$ cat src/rtl/alu_sched_if.sv
// alu_sched_if: requester, ALU issue/return and response signals of the alu_sched block.
// master = environment (requesters, ALU, response consumer); slave = scheduler.
interface alu_sched_if #(
  parameter int unsigned NREQ = 4
);
  localparam int unsigned IDW = (NREQ > 1) ? $clog2(NREQ) : 1;

  logic [NREQ-1:0]   REQ_VLD;
  logic [NREQ-1:0]   REQ_RDY;
  logic [2*NREQ-1:0] REQ_OP;
  logic [8*NREQ-1:0] REQ_A;
  logic [8*NREQ-1:0] REQ_B;
  logic              VLD;
  logic [1:0]        OP;
  logic [7:0]        A;
  logic [7:0]        B;
  logic [15:0]       OUT;
  logic              OV;
  logic              RSP_VLD;
  logic              RSP_RDY;
  logic [IDW-1:0]    RSP_ID;
  logic [15:0]       RSP_DATA;
  logic              RSP_OV;

  modport master (
    output REQ_VLD, REQ_OP, REQ_A, REQ_B, OUT, OV, RSP_RDY,
    input  REQ_RDY, VLD, OP, A, B, RSP_VLD, RSP_ID, RSP_DATA, RSP_OV
  );

  modport slave (
    input  REQ_VLD, REQ_OP, REQ_A, REQ_B, OUT, OV, RSP_RDY,
    output REQ_RDY, VLD, OP, A, B, RSP_VLD, RSP_ID, RSP_DATA, RSP_OV
  );
endinterface

$ cat src/rtl/alu_sched.sv
// alu_sched: shares one pipelined ALU among NREQ requesters with credit-gated in-order responses.
// Define ALU_SCHED_STRICT_PRIO_EN for fixed lowest-index-first priority instead of round-robin.
module alu_sched #(
  parameter int unsigned NREQ      = 4,
  parameter int unsigned ALU_LAT   = 2,
  parameter int unsigned RSP_DEPTH = 4
) (
  input logic        CLK,
  input logic        RST_N,
  alu_sched_if.slave bus
);
  localparam int unsigned IDW = (NREQ > 1) ? $clog2(NREQ) : 1;
  localparam int unsigned TD  = ALU_LAT + 1;
  localparam int unsigned PW  = $clog2(RSP_DEPTH);
  localparam int unsigned CW  = PW + 1;
  localparam int unsigned SW  = $clog2(RSP_DEPTH + TD + 1) + 1;

  logic [NREQ-1:0] gnt_c;
  logic [NREQ-1:0] vld_hi_c;
  logic [NREQ-1:0] cand_c;
  logic            acc_c;
  logic [IDW-1:0]  gidx_c;
  logic [1:0]      sel_op_c;
  logic [7:0]      sel_a_c;
  logic [7:0]      sel_b_c;
  logic [SW-1:0]   inflight_c;
  logic            cred_ok_c;
  logic            push_c;
  logic            pop_c;

  logic            vld_q, vld_d;
  logic [1:0]      op_q, op_d;
  logic [7:0]      a_q, a_d;
  logic [7:0]      b_q, b_d;
  logic [TD-1:0]   tag_vld_q, tag_vld_d;
  logic [IDW-1:0]  tag_id_q [TD];
  logic [IDW-1:0]  tag_id_d [TD];
  logic [IDW-1:0]  fifo_id_q [RSP_DEPTH];
  logic [IDW-1:0]  fifo_id_d [RSP_DEPTH];
  logic [15:0]     fifo_data_q [RSP_DEPTH];
  logic [15:0]     fifo_data_d [RSP_DEPTH];
  logic            fifo_ov_q [RSP_DEPTH];
  logic            fifo_ov_d [RSP_DEPTH];
  logic [PW-1:0]   wr_ptr_q, wr_ptr_d;
  logic [PW-1:0]   rd_ptr_q, rd_ptr_d;
  logic [CW-1:0]   cnt_q, cnt_d;

`ifndef ALU_SCHED_STRICT_PRIO_EN
  logic [IDW-1:0]  rr_ptr_q, rr_ptr_d;
`endif

  // Credit check and grant selection; a grant is only offered while a FIFO slot is reserved.
  always_comb begin
    inflight_c = '0;
    for (int k = 0; k < TD; k++) inflight_c = inflight_c + SW'(tag_vld_q[k]);
    cred_ok_c = (inflight_c + SW'(cnt_q)) < SW'(RSP_DEPTH);

    vld_hi_c = bus.REQ_VLD;
`ifndef ALU_SCHED_STRICT_PRIO_EN
    for (int j = 0; j < NREQ; j++) begin
      if (IDW'(j) < rr_ptr_q) vld_hi_c[j] = 1'b0;
    end
`endif
    cand_c = (|vld_hi_c) ? vld_hi_c : bus.REQ_VLD;

    acc_c    = 1'b0;
    gidx_c   = '0;
    sel_op_c = '0;
    sel_a_c  = '0;
    sel_b_c  = '0;
    for (int j = 0; j < NREQ; j++) begin
      if (cred_ok_c && !acc_c && cand_c[j]) begin
        acc_c    = 1'b1;
        gidx_c   = IDW'(j);
        sel_op_c = bus.REQ_OP[2*j +: 2];
        sel_a_c  = bus.REQ_A[8*j +: 8];
        sel_b_c  = bus.REQ_B[8*j +: 8];
      end
    end

    gnt_c = '0;
    for (int j = 0; j < NREQ; j++) gnt_c[j] = acc_c && (gidx_c == IDW'(j));
  end

  assign bus.REQ_RDY = gnt_c;

  // Issue registers, tag pipeline and response FIFO next state.
  always_comb begin
    vld_d = acc_c;
    op_d  = op_q;
    a_d   = a_q;
    b_d   = b_q;
    if (acc_c) begin
      op_d = sel_op_c;
      a_d  = sel_a_c;
      b_d  = sel_b_c;
    end

    tag_vld_d   = {tag_vld_q[TD-2:0], acc_c};
    tag_id_d[0] = gidx_c;
    for (int k = 1; k < TD; k++) tag_id_d[k] = tag_id_q[k-1];

    push_c      = tag_vld_q[TD-1];
    pop_c       = (cnt_q != '0) && bus.RSP_RDY;
    fifo_id_d   = fifo_id_q;
    fifo_data_d = fifo_data_q;
    fifo_ov_d   = fifo_ov_q;
    wr_ptr_d    = wr_ptr_q;
    rd_ptr_d    = rd_ptr_q;
    if (push_c) begin
      fifo_id_d[wr_ptr_q]   = tag_id_q[TD-1];
      fifo_data_d[wr_ptr_q] = bus.OUT;
      fifo_ov_d[wr_ptr_q]   = bus.OV;
      wr_ptr_d              = wr_ptr_q + PW'(1);
    end
    if (pop_c) rd_ptr_d = rd_ptr_q + PW'(1);
    cnt_d = cnt_q + CW'(push_c) - CW'(pop_c);
  end

  always_ff @(posedge CLK or negedge RST_N) begin
    if (!RST_N) begin
      vld_q     <= 1'b0;
      op_q      <= '0;
      a_q       <= '0;
      b_q       <= '0;
      tag_vld_q <= '0;
      for (int k = 0; k < TD; k++) tag_id_q[k] <= '0;
      for (int e = 0; e < RSP_DEPTH; e++) begin
        fifo_id_q[e]   <= '0;
        fifo_data_q[e] <= '0;
        fifo_ov_q[e]   <= 1'b0;
      end
      wr_ptr_q  <= '0;
      rd_ptr_q  <= '0;
      cnt_q     <= '0;
    end else begin
      vld_q       <= vld_d;
      op_q        <= op_d;
      a_q         <= a_d;
      b_q         <= b_d;
      tag_vld_q   <= tag_vld_d;
      tag_id_q    <= tag_id_d;
      fifo_id_q   <= fifo_id_d;
      fifo_data_q <= fifo_data_d;
      fifo_ov_q   <= fifo_ov_d;
      wr_ptr_q    <= wr_ptr_d;
      rd_ptr_q    <= rd_ptr_d;
      cnt_q       <= cnt_d;
    end
  end

`ifndef ALU_SCHED_STRICT_PRIO_EN
  // Search restarts just past the most recent winner.
  always_comb begin
    rr_ptr_d = rr_ptr_q;
    if (acc_c) rr_ptr_d = (gidx_c == IDW'(NREQ - 1)) ? '0 : gidx_c + IDW'(1);
  end

  always_ff @(posedge CLK or negedge RST_N) begin
    if (!RST_N) rr_ptr_q <= '0;
    else        rr_ptr_q <= rr_ptr_d;
  end
`endif

  assign bus.VLD      = vld_q;
  assign bus.OP       = op_q;
  assign bus.A        = a_q;
  assign bus.B        = b_q;
  assign bus.RSP_VLD  = (cnt_q != '0);
  assign bus.RSP_ID   = fifo_id_q[rd_ptr_q];
  assign bus.RSP_DATA = fifo_data_q[rd_ptr_q];
  assign bus.RSP_OV   = fifo_ov_q[rd_ptr_q];
endmodule

$ cat src/flat_wrapper.sv
// flat-port wrapper written by rule: the top's interface ports become plain ports
module alu_sched_flat 
#(
  parameter int unsigned NREQ      = 4,
  parameter int unsigned ALU_LAT   = 2,
  parameter int unsigned RSP_DEPTH = 4
)
  (CLK, RST_N, bus_REQ_VLD, bus_REQ_OP, bus_REQ_A, bus_REQ_B, bus_OUT, bus_OV, bus_RSP_RDY, bus_REQ_RDY, bus_VLD, bus_OP, bus_A, bus_B, bus_RSP_VLD, bus_RSP_ID, bus_RSP_DATA, bus_RSP_OV);
  alu_sched_if #(.NREQ(NREQ)) bus_i ();
  input logic CLK;
  input logic RST_N;
  input wire logic [$bits(bus_i.REQ_VLD)-1:0] bus_REQ_VLD;
  input wire logic [$bits(bus_i.REQ_OP)-1:0] bus_REQ_OP;
  input wire logic [$bits(bus_i.REQ_A)-1:0] bus_REQ_A;
  input wire logic [$bits(bus_i.REQ_B)-1:0] bus_REQ_B;
  input wire logic [$bits(bus_i.OUT)-1:0] bus_OUT;
  input wire logic [$bits(bus_i.OV)-1:0] bus_OV;
  input wire logic [$bits(bus_i.RSP_RDY)-1:0] bus_RSP_RDY;
  output wire logic [$bits(bus_i.REQ_RDY)-1:0] bus_REQ_RDY;
  output wire logic [$bits(bus_i.VLD)-1:0] bus_VLD;
  output wire logic [$bits(bus_i.OP)-1:0] bus_OP;
  output wire logic [$bits(bus_i.A)-1:0] bus_A;
  output wire logic [$bits(bus_i.B)-1:0] bus_B;
  output wire logic [$bits(bus_i.RSP_VLD)-1:0] bus_RSP_VLD;
  output wire logic [$bits(bus_i.RSP_ID)-1:0] bus_RSP_ID;
  output wire logic [$bits(bus_i.RSP_DATA)-1:0] bus_RSP_DATA;
  output wire logic [$bits(bus_i.RSP_OV)-1:0] bus_RSP_OV;
  assign bus_i.REQ_VLD = bus_REQ_VLD;
  assign bus_i.REQ_OP = bus_REQ_OP;
  assign bus_i.REQ_A = bus_REQ_A;
  assign bus_i.REQ_B = bus_REQ_B;
  assign bus_i.OUT = bus_OUT;
  assign bus_i.OV = bus_OV;
  assign bus_i.RSP_RDY = bus_RSP_RDY;
  assign bus_REQ_RDY = bus_i.REQ_RDY;
  assign bus_VLD = bus_i.VLD;
  assign bus_OP = bus_i.OP;
  assign bus_A = bus_i.A;
  assign bus_B = bus_i.B;
  assign bus_RSP_VLD = bus_i.RSP_VLD;
  assign bus_RSP_ID = bus_i.RSP_ID;
  assign bus_RSP_DATA = bus_i.RSP_DATA;
  assign bus_RSP_OV = bus_i.RSP_OV;
  alu_sched #(.NREQ(NREQ), .ALU_LAT(ALU_LAT), .RSP_DEPTH(RSP_DEPTH)) u_core (.CLK(CLK), .RST_N(RST_N), .bus(bus_i));
endmodule
$ cat config.mk
export PLATFORM = sky130hd
export DESIGN_NAME = alu_sched_flat
export DESIGN_NICKNAME = d
export VERILOG_FILES = /design/src/rtl/alu_sched_if.sv /design/src/rtl/alu_sched.sv /design/src/flat_wrapper.sv
export SDC_FILE = /design/constraint.sdc
export NUM_CORES = 1
export LEC_CHECK = 0
export CORE_MARGIN = 1.5
export CORE_UTILIZATION = 49
export DETAILED_ROUTE_END_ITERATION = 8
export PLACE_DENSITY = 0.91
export SLEW_MARGIN = 20
export SYNTH_ARGS = -nofsm -noshare
export SYNTH_HDL_FRONTEND = slang
export SYNTH_SLANG_ARGS = --single-unit
export TNS_END_PERCENT = 10
$ cat constraint.sdc
create_clock -name CLK -period 2.97 [get_ports CLK]
set_input_delay 0.4455 -clock CLK [delete_from_list [all_inputs] [get_ports CLK]]
set_output_delay 0.4455 -clock CLK [all_outputs]
set_load 0.005 [all_outputs]
==> reports/metrics.yaml <==
first_global_vias: 4266
synth_cell_types: 38
clock_sink_count: 112
synth_enable_flop_cells: 0
antenna_left: 0
critical_path_depth: 11
finalSetupTns_ns: -0.102
outcome: "finished with violations"
clockPowerShare_pct: 12.5
area.growth.synth_to_final_pct: 35.4
total_leakage_power_nw: 3.04
floorplan.die_area_sq_um: 11900
timing.final.setup_violations: 2
switchingPower_mw: 2.77
hold_buffers: 0
synth_seq_cells: 112
final.min_clock_period_ns: 3.06
finalNetCount: 661
powerDensity_nw_per_um2: 1090
worst-path-max-fanout: 3
maxSlewViolCount: 0
detail_route.vias_per_cell: 5.92
detailroute.via_count: 4121
intPower_mw: 5.36
crit_path_top_delay_cell: "dfrtp_1"
worst_setup_path_end_kind: "output pin"
dr.pass1.iters: 4
groute.usage.overall_pct: 23.0
grt_pass1_wl_microns: 20800
clock_transition_time_at_the_flip_flop_clock_pins_of_the_worst_setup_and_hold_paths_ns: 0.11
pwr-share-seq_pct: 34.6
syn_avg_cell_area_sq_um: 13.7
final_min_period_over_clock_period_pct: 103
maxSlewHeadroom_pct: 52.9
max_cap_viol_count: 0
final_critical_path_setup_slack_ns: -0.0900
grt_overflow: 0
max_stage_delay_ns: 0.44
initial_core_util_pct: 50.5
synth-warning-count: 0
cts.htree.levels: 3
reg2reg_depth: 8
synth_top_cell_by_area: "dfrtp_1"
peakVddDrop_mv: 0.524
report.final.hold_viol_count: 0
die-height_microns: 109
floorplan.core_area_sq_um: 10900
timing.critical_path.required_ns: 2.52
holdWs_ns: 0.0731
synth_seq_area_share_pct: 51.0
synth-main-ff-cell: "dfrtp_1"
clk_latency_ns: 0.37
cts_made_buffers: 9
synth.cells.most_frequent: "112 x dfrtp_1, 76 x mux2_2, 27 x nand2_1"
async_reset_ff_share_pct: 100
synth_top_cell_area_share_pct: 51.0
first_iter_violations: 260
grt_max_degree: 68
seq_area_sq_um: 2800
floorplan.die.width_microns: 109
number_of_antenna_cells_inserted: 0
io_buffers: 138
startpoint: "u_core.tag_vld_q[0]"
unrepaired_setup_endpoints_after_global_routing: "yes"
worstMarginPinSlew_ns: 0.706
clock_skew_ns: 0.0169
sw_frac_of_total_pct: 34.1
failing_checks: "setup timing"
timing.fmax_mhz: 327
drcViolationCount: 0
post_synth_inst_count: 400
ctsLongestPathBuffers: 2
hpwl_after_dpl_microns: 9370
rows: 38
worstSetupPathType: "flip-flop to output pin"
multi_input_comb_area_sq_um: 2590
io_pins: 139
cp_common_cell: "ha_4"
crit_chain: "ha_4, ha_4, a211oi_4, nand3_2, o21ai_2, buf_4, a21o_1, buf_6, ha_4, and2_4, buf_6"
average_routed_wire_per_standard_cell_microns: 19.4
critical-path-top-delay-family: "compound AO/OA/AOI/OAI gates"
synth_area_sq_um: 5500
number_of_antenna_violations_at_the_first_check_in_global_routing: 0
wp_buf_inv: 3
power.total_mw: 8.13
worstReg2RegStart: "u_core.tag_vld_q[0]"
drt-total-wl_microns: 13500
postSynthNetCount: 510
min-delay-path-class: "input port to asynchronous set/reset pin"
timing.critical_path.from_type: "flip-flop"
drive_gt1_share_pct: 29.7
cts_tree: "built"
synth_top_cells_by_area: "dfrtp_1 51%, mux2_2 16%, mux4_2 7.8%, mux2i_1 3.5%, ha_1 3.0%"
fillers: 736
critPathArrivalTime_ns: 2.61
power_frac_comb_pct: 52.9
cts_root_buf: "clkbuf_8"
gp_routability_congestion: 0.861
synth.most_common_cell: "dfrtp_1"
-- layout make-up --
class,count,share of cell area (%)
sequential,112,37.6
multi-input combinational,250,34.8
timing repair buffer,169,21.8
tap,140,2.35
clock buffer,10,1.71
clock inverter,6,1.31
inverter,9,0.454
-- through the flow --
step	instance area (sq um)	std cells	util, %	worst slack [ns]
6_report	7450	696	68.4	-0.0900
5_1_grt	7450	696	68.4	-0.180
2_1_floorplan	5500	400	-	0.495
3_5_place_dp	7070	671	64.9	-0.114
4_1_cts	7340	688	67.4	-0.148
3_3_place_gp	7070	671	64.9	0.000224
-- final timing paths --
check,slack (ns),end
min in group CLK,0.36,u_core.tag_id_q[1]
hold reg to reg,0.36,u_core.tag_id_q[1]
hold / removal,0.07,u_core.fifo_data_q[3]
setup / recovery,-0.09,bus_REQ_RDY[2]
setup reg to reg,0.31,u_core.bus.A[7]
max in group asynchronous,2.13,u_core.fifo_data_q[25]
-- cell families (layout without fill, tap and decap cells) --
| family | Yosys count | count (layout) | share of synthesized area (%) |
|---|---|---|---|
| multiplexers | 114 | 114 | 26.8 |
| flip-flops | 112 | 112 | 51.0 |
| AO/OA/AOI/OAI | 50 | 50 | 8.12 |
| adder cells (fa/ha/maj) | 14 | 14 | 3.32 |
| XOR/XNOR | 5 | 5 | 0.797 |
| buffers and inverters | 38 | 194 | 3.69 |
| AND/OR/NAND/NOR | 67 | 67 | 6.30 |
-- flip-flops by register name, summed over array words and instances (netlist names) --
name                cells
u_core.fifo_data_q     64
u_core.bus.A            8
u_core.bus.B            8
u_core.fifo_id_q        8
u_core.fifo_ov_q        4
u_core.tag_id_d         4
u_core.cnt_q            3
u_core.tag_vld_q        3
u_core.bus.OP           2
u_core.rd_ptr_q         2
u_core.rr_ptr_q         2
u_core.tag_id_q         2
u_core.wr_ptr_q         2
-- cell usage in the layout, fill, tap and decap left out, types with 4 or more instances in the layout --
cell type          n
nand3_1           19
ha_1               9
and2_1             5
nand2_1           26
ha_4               4
clkbuf_8           9
inv_1              9
clkdlybuf4s50_1  133
a32oi_1           18
mux4_2            19
a311oi_1          18
mux2_2            76
dfrtp_1          112
buf_4             30
mux2i_1           19
-- power by group through the flow --
stage	clock network [mW]	registers (mW)	logic (mW)
6_report	1.02	2.82	4.30
5_1_grt	1.11	2.91	4.62
4_1_cts	1.04	2.80	4.11
3_5_place_dp	0	2.81	4.01
3_3_place_gp	0	2.75	3.84
2_1_floorplan	0	2.61	2.53
-- layer usage --
metal	vias up	GRT usage, %	share of wire (%)
li1	1810	-	-
met1	2083	26.9	39
met2	196	40.2	51
met3	32	4.60	6.8
met4	0	11.1	3.2
met5	-	0	0
-- what timing repair did --
action	4_1_cts	5_1_grt
gates resized for setup	17	13
pin swaps	8	7
setup endpoints to repair	4	4
buffers inserted	1	8
No activity file was read; power rests on OpenSTA's default activity.
